$ cat src/rtl/elevator_pkg.sv
// Shared floor-encoding definitions for the elevator datapath.
// The one-hot decoder and the request encoder both import this package,
// so the two ends agree on what a floor code means.
//   NUM_FLOORS  : number of served floors; bit i of a vector = floor i+1
//   FLOOR_W     : width of a binary floor code
//   FLOOR_NONE  : reserved "no floor / unknown" code
//   floor_valid : 1 when a code names a real floor (1..NUM_FLOORS)
package elevator_pkg;

    localparam int NUM_FLOORS = 5;
    localparam int FLOOR_W    = 4;
    localparam logic [FLOOR_W-1:0] FLOOR_NONE = 4'b1111;

    function automatic logic floor_valid(input logic [FLOOR_W-1:0] code);
        return (code >= FLOOR_W'(1)) && (code <= FLOOR_W'(NUM_FLOORS))
               && (code != FLOOR_NONE);
    endfunction

endpackage

$ cat src/rtl/floor_onehot_encoder.sv
// Combinational binary floor code -> one-hot vector.
//   code   in  FLOOR_W     binary floor number
//   onehot out NUM_FLOORS  bit k-1 set for code k in 1..NUM_FLOORS, else 0
//   valid  out 1           code names a real floor
module floor_onehot_encoder
    import elevator_pkg::*;
#(
    parameter int N_FLOORS = NUM_FLOORS,
    parameter int CODE_W   = FLOOR_W
) (
    input  logic [CODE_W-1:0]   code,
    output logic [N_FLOORS-1:0] onehot,
    output logic                valid
);

    always_comb begin
        onehot = '0;
        for (int i = 0; i < N_FLOORS; i++) begin
            onehot[i] = (code == CODE_W'(i + 1));
        end
    end

    // Any out-of-range code (including the all-ones "none") leaves onehot zero.
    assign valid = |onehot;

endmodule

$ cat src/rtl/floor_request_encoder.sv
// Latches hall/car floor requests until served and reports car position.
//   clk, rst       clock, synchronous active-high reset
//   req_valid/req_floor       request strobe + binary floor
//   served_valid/served_floor car stopped at floor, clear its request
//   cur_floor      binary car position (all-ones = unknown)
//   pending        outstanding requests, bit i = floor i+1
//   floor_lamp     registered one-hot position, zero when unknown
//   any_pending    OR of pending
//   pending_above  a pending floor lies strictly above the lamp floor
//   pending_below  a pending floor lies strictly below the lamp floor
//   req_err        one-cycle pulse after a request with an invalid code
// Each pending bit is its own IDLE/PENDING state; there is no global FSM.
module floor_request_encoder
    import elevator_pkg::*;
#(
    parameter int NUM_FLOORS = elevator_pkg::NUM_FLOORS,
    parameter int FLOOR_W    = elevator_pkg::FLOOR_W
) (
    input  logic                  clk,
    input  logic                  rst,
    input  logic                  req_valid,
    input  logic [FLOOR_W-1:0]    req_floor,
    input  logic                  served_valid,
    input  logic [FLOOR_W-1:0]    served_floor,
    input  logic [FLOOR_W-1:0]    cur_floor,
    output logic [NUM_FLOORS-1:0] pending,
    output logic [NUM_FLOORS-1:0] floor_lamp,
    output logic                  any_pending,
    output logic                  pending_above,
    output logic                  pending_below,
    output logic                  req_err
);

    logic [NUM_FLOORS-1:0] req_oh, srv_oh, cur_oh;
    logic                  req_ok, srv_ok, cur_ok;
    logic                  req_none;
    logic [NUM_FLOORS-1:0] set_vec, clr_vec;
    logic [NUM_FLOORS-1:0] above_mask, below_mask;

    floor_onehot_encoder #(.N_FLOORS(NUM_FLOORS), .CODE_W(FLOOR_W)) u_req_enc (
        .code(req_floor), .onehot(req_oh), .valid(req_ok)
    );
    floor_onehot_encoder #(.N_FLOORS(NUM_FLOORS), .CODE_W(FLOOR_W)) u_srv_enc (
        .code(served_floor), .onehot(srv_oh), .valid(srv_ok)
    );
    floor_onehot_encoder #(.N_FLOORS(NUM_FLOORS), .CODE_W(FLOOR_W)) u_cur_enc (
        .code(cur_floor), .onehot(cur_oh), .valid(cur_ok)
    );

    assign req_none = (req_floor == {FLOOR_W{1'b1}});
    assign set_vec  = (req_valid && req_ok)    ? req_oh : '0;
    assign clr_vec  = (served_valid && srv_ok) ? srv_oh : '0;

    always_ff @(posedge clk) begin
        if (rst) begin
            pending    <= '0;
            floor_lamp <= '0;
            req_err    <= 1'b0;
        end else begin
            // Clear applied after set: a same-floor request and serve drops
            // the request since the car is already at that floor.
            pending    <= (pending | set_vec) & ~clr_vec;
            floor_lamp <= cur_ok ? cur_oh : '0;
            req_err    <= req_valid && !req_ok && !req_none;
        end
    end

    // Masks built from the registered one-hot lamp: a running OR from the
    // bottom marks every bit above the lamp bit, from the top every bit below.
    // An all-zero lamp (unknown position) yields empty masks.
    always_comb begin
        above_mask = '0;
        below_mask = '0;
        for (int i = 1; i < NUM_FLOORS; i++) begin
            above_mask[i] = above_mask[i-1] | floor_lamp[i-1];
        end
        for (int i = NUM_FLOORS - 2; i >= 0; i--) begin
            below_mask[i] = below_mask[i+1] | floor_lamp[i+1];
        end
    end

    assign any_pending   = |pending;
    assign pending_above = |(pending & above_mask);
    assign pending_below = |(pending & below_mask);

endmodule

$ cat config.mk
export PLATFORM = sky130hd
export DESIGN_NAME = floor_request_encoder
export DESIGN_NICKNAME = d
export VERILOG_FILES = /design/src/rtl/elevator_pkg.sv /design/src/rtl/floor_onehot_encoder.sv /design/src/rtl/floor_request_encoder.sv
export SDC_FILE = /design/constraint.sdc
export NUM_CORES = 1
export LEC_CHECK = 0
export CORE_MARGIN = 4
export CORE_UTILIZATION = 32
export CTS_CLUSTER_SIZE = 40
export DETAILED_ROUTE_END_ITERATION = 16
export PLACE_DENSITY = 0.73
export SLEW_MARGIN = 20
export SYNTH_ARGS = -nofsm -noshare
export SYNTH_HDL_FRONTEND = slang
export SYNTH_SLANG_ARGS = --single-unit
$ cat constraint.sdc
create_clock -name clk -period 0.97 [get_ports clk]
set_input_delay 0.194 -clock clk [delete_from_list [all_inputs] [get_ports clk]]
set_output_delay 0.194 -clock clk [all_outputs]
set_load 0.02 [all_outputs]
Word-level counts from Yosys, hierarchy flattened. Cells that the tools add are included.

Register bits: 11. Input port bits: 16. Output and inout bits: 14. Logic and storage cells: 46.

Equality and inequality tests: 16. Multiplexer cells: 2. Bitwise gates (word level): 12. Reductions and logical operators: 13.

Operators by type and width (number): $reduce_or A5 Y1 (6); $eq A4 B2 Y1 const B (6); $eq A4 B3 Y1 const B (6); $eq A4 B1 Y1 const B (3); $and A5 B5 Y5 (2); $mux W5 (2); $or A1 B1 Y1 (6); $and A5 B4 Y5 (1); $not A5 Y5 (1); $or A5 B5 Y5 (1); $eq A4 B4 Y1 const B (1); $logic_and A1 B1 Y1 (4); $logic_not A1 Y1 (2); $reduce_or A2 Y1 (1); $not A1 Y1 (1).

Longest topological paths before layout. Gate-level depths: netlist of the first run.

Depth in word-level cells: 6. Depth in mapped cells: 4. Gate-level depth less buffers: 3.

Cells and area by module. From an unflattened synthesis of the first run, not the netlist that was laid out.

Cells, all modules: 64. Area total of the unflattened synthesis: 606.8 µm².

Modules (own cells, without submodules): floor_request_encoder (times used 1, cells an instance 43, area each 415.4 µm², seq. area each 220.2 µm²); floor_onehot_encoder (times used 3, cells an instance 7, area each 63.8 µm², seq. area each 0.0 µm²).

Worst setup path before layout of the first run. OpenSTA, ideal clock, no wires.

Kind: register -> output. Start point: reg floor_lamp[2]. End point: out pending_below. Arrival: 1.095 ns. Data required time: 0.776 ns. Path slack: -0.319 ns. Stages on the path, launching flop included: 4. Path buffers: 0. Cell sequence: dfxtp_1 > a21o_1 > o21ai_0 > a22oi_1.

Cells in the longest elaborated chain, start to end: 4.

RTL lines: start, declared (RTL line floor_request_encoder.sv:27) `output logic [NUM_FLOORS-1:0] floor_lamp,`; start signal, assigned (RTL line floor_request_encoder.sv:63) `floor_lamp <= cur_ok ? cur_oh : '0;`; $or A1 B1 Y1 (*) (RTL line floor_request_encoder.sv:78) `below_mask[i] = below_mask[i+1] | floor_lamp[i+1];`; $or A1 B1 Y1 (RTL line floor_request_encoder.sv:78); $and A5 B4 Y5 (*) (RTL line floor_request_encoder.sv:84) `assign pending_below = |(pending & below_mask);`; $reduce_or A5 Y1 (*) (RTL line floor_request_encoder.sv:84); end, declared (RTL line floor_request_encoder.sv:30) `output logic pending_below,`.

Mark *: on every way between the ends. The rest lies on a longest branch, timed or not.

Worst setup path after layout of the first run.
Start point: reg floor_lamp[0]. End point: out pending_above.

Cells in the longest elaborated chain, start to end: 5.

RTL lines: $or A1 B1 Y1 (3 in a row) (RTL line floor_request_encoder.sv:75) `above_mask[i] = above_mask[i-1] | floor_lamp[i-1];`; $and A5 B5 Y5 (*) (RTL line floor_request_encoder.sv:83) `assign pending_above = |(pending & above_mask);`; $reduce_or A5 Y1 (*) (RTL line floor_request_encoder.sv:83); end, declared (RTL line floor_request_encoder.sv:29) `output logic pending_above,`.

Marks and branches as above.

==> impl_metrics.env, run 1 <==
export IMPL_status="finished, violations left"
export IMPL_violations="negative setup slack"
export IMPL_die_area_sq_um=2300
export IMPL_min_delay_path_depth=3
export IMPL_rsz0062_at_grt="yes"
export IMPL_synth_most_common_cell="dfxtp_1"
export IMPL_synthesis_area_sq_um=512
export IMPL_rrSetupSlack_ns=-0.04
export IMPL_clk_latency_ns=0.28
export IMPL_die_y_um=48.0
export IMPL_peakVddDrop_v=0.000746
export IMPL_total_power_w=0.00104
export IMPL_crit_type="reg2out"
export IMPL_ant_nets=0
export IMPL_cp_start_kind="register"
export IMPL_wl_per_cell_um=15.8
export IMPL_hold_end="req_err"
export IMPL_synth_top_area_share=0.430
export IMPL_hpwl_um=1290
export IMPL_cp_required_ns=0.78
export IMPL_vias=656
export IMPL_yosysUniqueCellTypes=25
export IMPL_synth_top_family_by_area="simple AND/OR/NAND/NOR gates"
export IMPL_yosys_area_share_adder=0
export IMPL_final_setup_worst_slack_ns=-0.476
export IMPL_synth_largest_area_cell="dfxtp_1"
export IMPL_synth_compound_area_frac=0.240
export IMPL_p_leak_nw=0.482
export IMPL_power_density_nw_per_um2=924
export IMPL_period_needed_ns=1.45
export IMPL_grt_pass1_vias=590
export IMPL_min_delay_start="req_floor[0]"
export IMPL_finClkSkew_ns=0
export IMPL_drt_total_wl_um=1950
export IMPL_dr_pass1_iters=4
export IMPL_initial_core_util=0.340
export IMPL_nFillCells=101
export IMPL_rr_worst_depth=5
export IMPL_grt_overflow=0
export IMPL_ys_top_cells_by_area="dfxtp_1 43%, a21oi_1 5.9%, nor2_1 5.9%"
export IMPL_yosys_warnings=0
export IMPL_crit_fanout=2
export IMPL_synth_commonest_cells="11 x dfxtp_1, 8 x nor2_1, 6 x a21oi_1"
export IMPL_cts_buffers=3
export IMPL_fmax_ghz=0.692
export IMPL_rows=14
export IMPL_synth_main_ff_cell="dfxtp_1"
export IMPL_cp_arrival_ns=1.25
export IMPL_timing_final_crit_share=1.49
export IMPL_grt_pass1_wl_um=2700
export IMPL_synth_area_per_cell_sq_um=8.53
export IMPL_multi_input_area_sq_um=359
export IMPL_regArea_sq_um=246
export IMPL_die_w_um=48.0
export IMPL_drc_errors=0
export IMPL_ys_seq_area_frac=0.430
export IMPL_grt_max_degree=11
export IMPL_routabilityCongestion=0.730
export IMPL_finalHoldViolCount=0
export IMPL_syn_inst=60
export IMPL_synthXorXnorAreaFrac=0.0171
export IMPL_tightest_slew_ns=0.430
export IMPL_synth_async_reset_ratio=0
export IMPL_hold_class="in2reg"
export IMPL_synthesis_nets=76
export IMPL_core_area_sq_um=1510
export IMPL_slew_limit_headroom=0.713
export IMPL_area_growth_synth_to_final_pct=120
export IMPL_cts_tree="built"
export IMPL_antenna_found_initial=0
export IMPL_critPathCaptureType="output pin"
export IMPL_io_buffer_count=29
export IMPL_nets=125
export IMPL_r2r_end="pending[1]"
export IMPL_drtIter0Drc=10
export IMPL_clk_path_buf_depth=2
export IMPL_slew_viol_final=0
export IMPL_clockRootBuffer="clkbuf_4"
export IMPL_synthMuxAreaShare=0
export IMPL_htree_levels=1
export IMPL_synth_seq_cells=11
export IMPL_maxCapViolCount=0
export IMPL_drive_gt1_frac=0.528
export IMPL_timing_rr_start="pending[1]"
export IMPL_clock_sinks=11
export IMPL_setup_viol=12
export IMPL_io_pin_count=30
export IMPL_avgViaCountPerCell=5.29
export IMPL_clk_pin_slew_ns=0.08
export IMPL_final_util=0.748
export IMPL_synth_simple_gate_area_frac=0.276
export IMPL_antennaDiodeCount=0
export IMPL_grt_util_all_layers=0.185
export IMPL_synth_edf_count=0
-- worst max-delay path by stage --
stage,startpoint,end,slack [ns],cells past startpoint
after floorplan,pending[1],pending_above,-0.11,2
final,floor_lamp[0],pending_above,-0.48,3
after global placement,pending[1],pending_above,-0.57,3
after detailed placement,pending[1],pending_above,-0.60,3
after CTS,floor_lamp[0],pending_above,-0.46,3
after global routing,floor_lamp[0],pending_above,-0.53,3
-- cells by family (layout without fill, tap and decap cells) --
family	Yosys count	in the layout
xor+xnor	1	1
compound gates	19	19
flops	11	11
simple gates	24	24
buf+inv	5	53
-- through the flow --
| stage | hold slack [ns] | cell area [sq um] | setup WS (ns) | setup TNS (ns) | std cells |
|---|---|---|---|---|---|
| after floorplan | 0.270 | 554 | -0.109 | -0.254 | 60 |
| after detailed placement | 0.566 | 943 | -0.599 | -7.85 | 115 |
| final | 0.316 | 1130 | -0.476 | -2.31 | 124 |
| after global placement | 0.569 | 943 | -0.574 | -7.45 | 115 |
| after CTS | 0.320 | 1040 | -0.464 | -2.12 | 122 |
| after global routing | 0.323 | 1130 | -0.530 | -2.85 | 124 |
-- power by group --
group / switching (W) / total [W] / internal, W
sequential: 0.0000125 / 0.000464 / 0.000452
clock: 0.000179 / 0.000332 / 0.000153
combinational: 0.000107 / 0.000243 / 0.000137
total: 0.000298 / 0.00104 / 0.000742
-- cells in the final DEF, fill, tap and decap left out, types with 2 or more instances in the layout --
cell type	count
dfxtp_2	6
clkdlybuf4s50_1	9
o21ai_0	2
a21oi_1	4
dfxtp_4	5
a311oi_1	2
nand2_1	3
dlygate4sd2_1	5
buf_4	7
nor2_1	8
nand2b_1	2
clkbuf_4	3
buf_6	23
inv_1	4
a21oi_2	2
-- registers in the layout, indices dropped and copies added, names as in the netlist --
register,count
pending,5
req_err,1
floor_lamp,5
-- critical path: stages, from the launching register on --
cell	delay [ns]
dfxtp_2	0.34
a2111oi_4	0.37
o22ai_2	0.12
buf_6	0.15
-- per-layer routing --
layer	part of all wire	vias up	track usage	wire (um)
li1	-	324	-	-
met1	0.41	304	0.198	796
met2	0.50	24	0.290	980
met3	0.061	4	0.0414	119
met4	0.029	0	0.188	57
met5	0	-	0	0
-- cell type report --
| class | count | share of cell area |
|---|---|---|
| Inverter | 4 | 0.0133 |
| Clock inverter | 1 | 0.00444 |
| Sequential cell | 11 | 0.219 |
| Clock buffer | 3 | 0.0200 |
| Timing Repair Buffer | 45 | 0.407 |
| Tap cell | 16 | 0.0178 |
| Multi-Input combinational cell | 44 | 0.319 |
-- what timing repair did --
item	CTS	global route
hold buffers	0	0
resized for setup	103	15
endpoints found under the setup margin	19	19
pin swaps	9	3
setup buffers	3	2
(Power assumes the default switching activity.)
==> inputs of run 2 (changes only) <==
- PLACE_DENSITY: 0.73 -> not set
- PLACE_DENSITY_LB_ADDON: not set -> 0.25
==> run 2 against run 1 <==
Against the previous run: the run still ends with negative setup slack left; utilization is 6.3 points lower; first-iteration DRC count down 40%; sequential cell count unchanged; largest power group unchanged; via count decreased by 5.5%; final cell count shrank 3.2%; clock skew unchanged; design area decreased by 8.4%; die area did not move; critical path type unchanged; fmax grew 1.4%; non-clock buffer count decreased by 4.
==> impl_metrics.env, run 2 (synthesized netlist as in run 1, its figures left out) <==
export IMPL_drt_total_wl_um=1570
export IMPL_rows=14
export IMPL_p_leak_nw=0.441
export IMPL_cts_buffers=3
export IMPL_status="finished, violations left"
export IMPL_clockRootBuffer="clkbuf_4"
export IMPL_die_area_sq_um=2300
export IMPL_dr_pass1_iters=4
export IMPL_mostFrequentLayoutCell="buf_6"
export IMPL_largest_registers="floor_lamp x5, pending x5, req_err x1"
export IMPL_htree_levels=1
export IMPL_nets=121
export IMPL_crit_end="pending_above"
export IMPL_power_density_nw_per_um2=947
export IMPL_io_buffer_count=29
export IMPL_total_power_w=0.000977
export IMPL_dp_slack_ns=-0.627
export IMPL_routabilityCongestion=0.761
export IMPL_min_delay_path_depth=3
export IMPL_grtUsageMet3=0.0301
export IMPL_fmax_ghz=0.702
export IMPL_period_needed_ns=1.43
export IMPL_use_met2=0.253
export IMPL_slowest_delay_ns=0.38
export IMPL_antennaDiodeCount=0
export IMPL_cts_tree="built"
export IMPL_timing_rr_start="pending[4]"
export IMPL_final_cell_mix="16 x buf_6, 9 x clkdlybuf4s50_1, 9 x buf_4"
export IMPL_top_usage_layer="met2"
export IMPL_finalHoldViolCount=0
export IMPL_maxCapViolCount=0
export IMPL_hold_class="in2reg"
export IMPL_tightest_slew_ns=0.353
export IMPL_rr_worst_depth=4
export IMPL_drc_errors=0
export IMPL_clk_path_buf_depth=2
export IMPL_slew_viol_final=0
export IMPL_rsz0062_at_grt="yes"
export IMPL_io_pin_count=30
export IMPL_clk_pin_slew_ns=0.07
export IMPL_clock_sinks=11
export IMPL_die_y_um=48.0
export IMPL_peakVddDrop_v=0.000716
export IMPL_avgViaCountPerCell=5.17
export IMPL_r2r_end="pending[4]"
export IMPL_violations="negative setup slack"
export IMPL_setup_viol=11
export IMPL_cp_start_kind="register"
export IMPL_grt_pass1_vias=574
export IMPL_rrSetupSlack_ns=0.06
export IMPL_crit_fanout=2
export IMPL_holdWs_ns=0.373
export IMPL_ant_nets=0
export IMPL_critPathCaptureType="output pin"
export IMPL_drtIter0Drc=6
export IMPL_crit_chain="a2111oi_4 -> o22ai_2 -> buf_6"
export IMPL_final_setup_worst_slack_ns=-0.455
export IMPL_hpwl_um=1160
export IMPL_drive_gt1_frac=0.452
export IMPL_slew_limit_headroom=0.765
export IMPL_die_w_um=48.0
export IMPL_grt_max_degree=11
export IMPL_antenna_found_initial=0
export IMPL_timing_final_crit_share=1.47
export IMPL_grt_util_all_layers=0.144
export IMPL_critPathSlowestCell="a2111oi_4"
export IMPL_setup_worst_path_start="floor_lamp[0]"
export IMPL_met1_usage=0.153
export IMPL_grt_pass1_wl_um=2280
export IMPL_crit_type="reg2out"
export IMPL_area_growth_synth_to_final_pct=101
export IMPL_core_area_sq_um=1510
export IMPL_vias=620
export IMPL_initial_core_util=0.340
export IMPL_grt_overflow=0
export IMPL_wl_per_cell_um=13.1
export IMPL_finClkSkew_ns=0
export IMPL_cp_arrival_ns=1.23
export IMPL_cp_required_ns=0.78
export IMPL_clk_latency_ns=0.25
## run 2: layer usage
layer  vias to the layer above  share of wire
li1                        313              -
met1                       280           0.41
met2                        23           0.50
met3                         4          0.069
met4                         0          0.017
met5                         -              0
## run 2: power breakdown
group / switching [W] / internal (W) / total (W)
registers: 0.0000117 / 0.000452 / 0.000463
clock network: 0.000137 / 0.000159 / 0.000296
logic: 0.0000948 / 0.000122 / 0.000217
## run 2: critical path, delay by kind of cell (launching register included)
kind | cells | cell delay, ns
compound gates | 2 | 0.50
buf+inv | 1 | 0.15
flops | 1 | 0.34
## run 2: area by class of cell
type,instances,area [sq um]
Fill cell,119,475
Sequential cell,11,245
Clock buffer,4,26.3
Timing Repair Buffer,41,395
Multi-Input combinational cell,44,329
Tap cell,16,20.0
Inverter,4,15.0
## run 2: worst min path at each step
| stage | endpoint | startpoint | slack (ns) |
|---|---|---|---|
| 2_1_floorplan | floor_lamp[1] | cur_floor[0] | 0.27 |
| 5_1_grt | req_err | req_floor[0] | 0.36 |
| 3_5_place_dp | pending[2] | pending[2] | 0.57 |
| 3_3_place_gp | pending[2] | pending[2] | 0.56 |
| 6_report | req_err | req_floor[0] | 0.37 |
| 4_1_cts | req_err | req_floor[0] | 0.36 |
## run 2: metrics by stage
step / cell area [sq um] / setup TNS (ns) / cells / util
global route: 1030 / -2.12 / 120 / 0.684
CTS: 1000 / -1.78 / 119 / 0.664
floorplan: 554 / -0.254 / 60 / -
detailed placement: 936 / -7.67 / 114 / 0.621
finish: 1030 / -1.68 / 120 / 0.684
global placement: 936 / -7.48 / 114 / 0.621
## run 2: timing repair
| item | 4_1_cts | 5_1_grt |
|---|---|---|
| resized for setup | 97 | 7 |
| hold buffers | 0 | 0 |
| pin swaps | 7 | 2 |
| setup endpoints to repair | 20 | 16 |
| setup buffers | 1 | 1 |
| cloned | 0 | 0 |
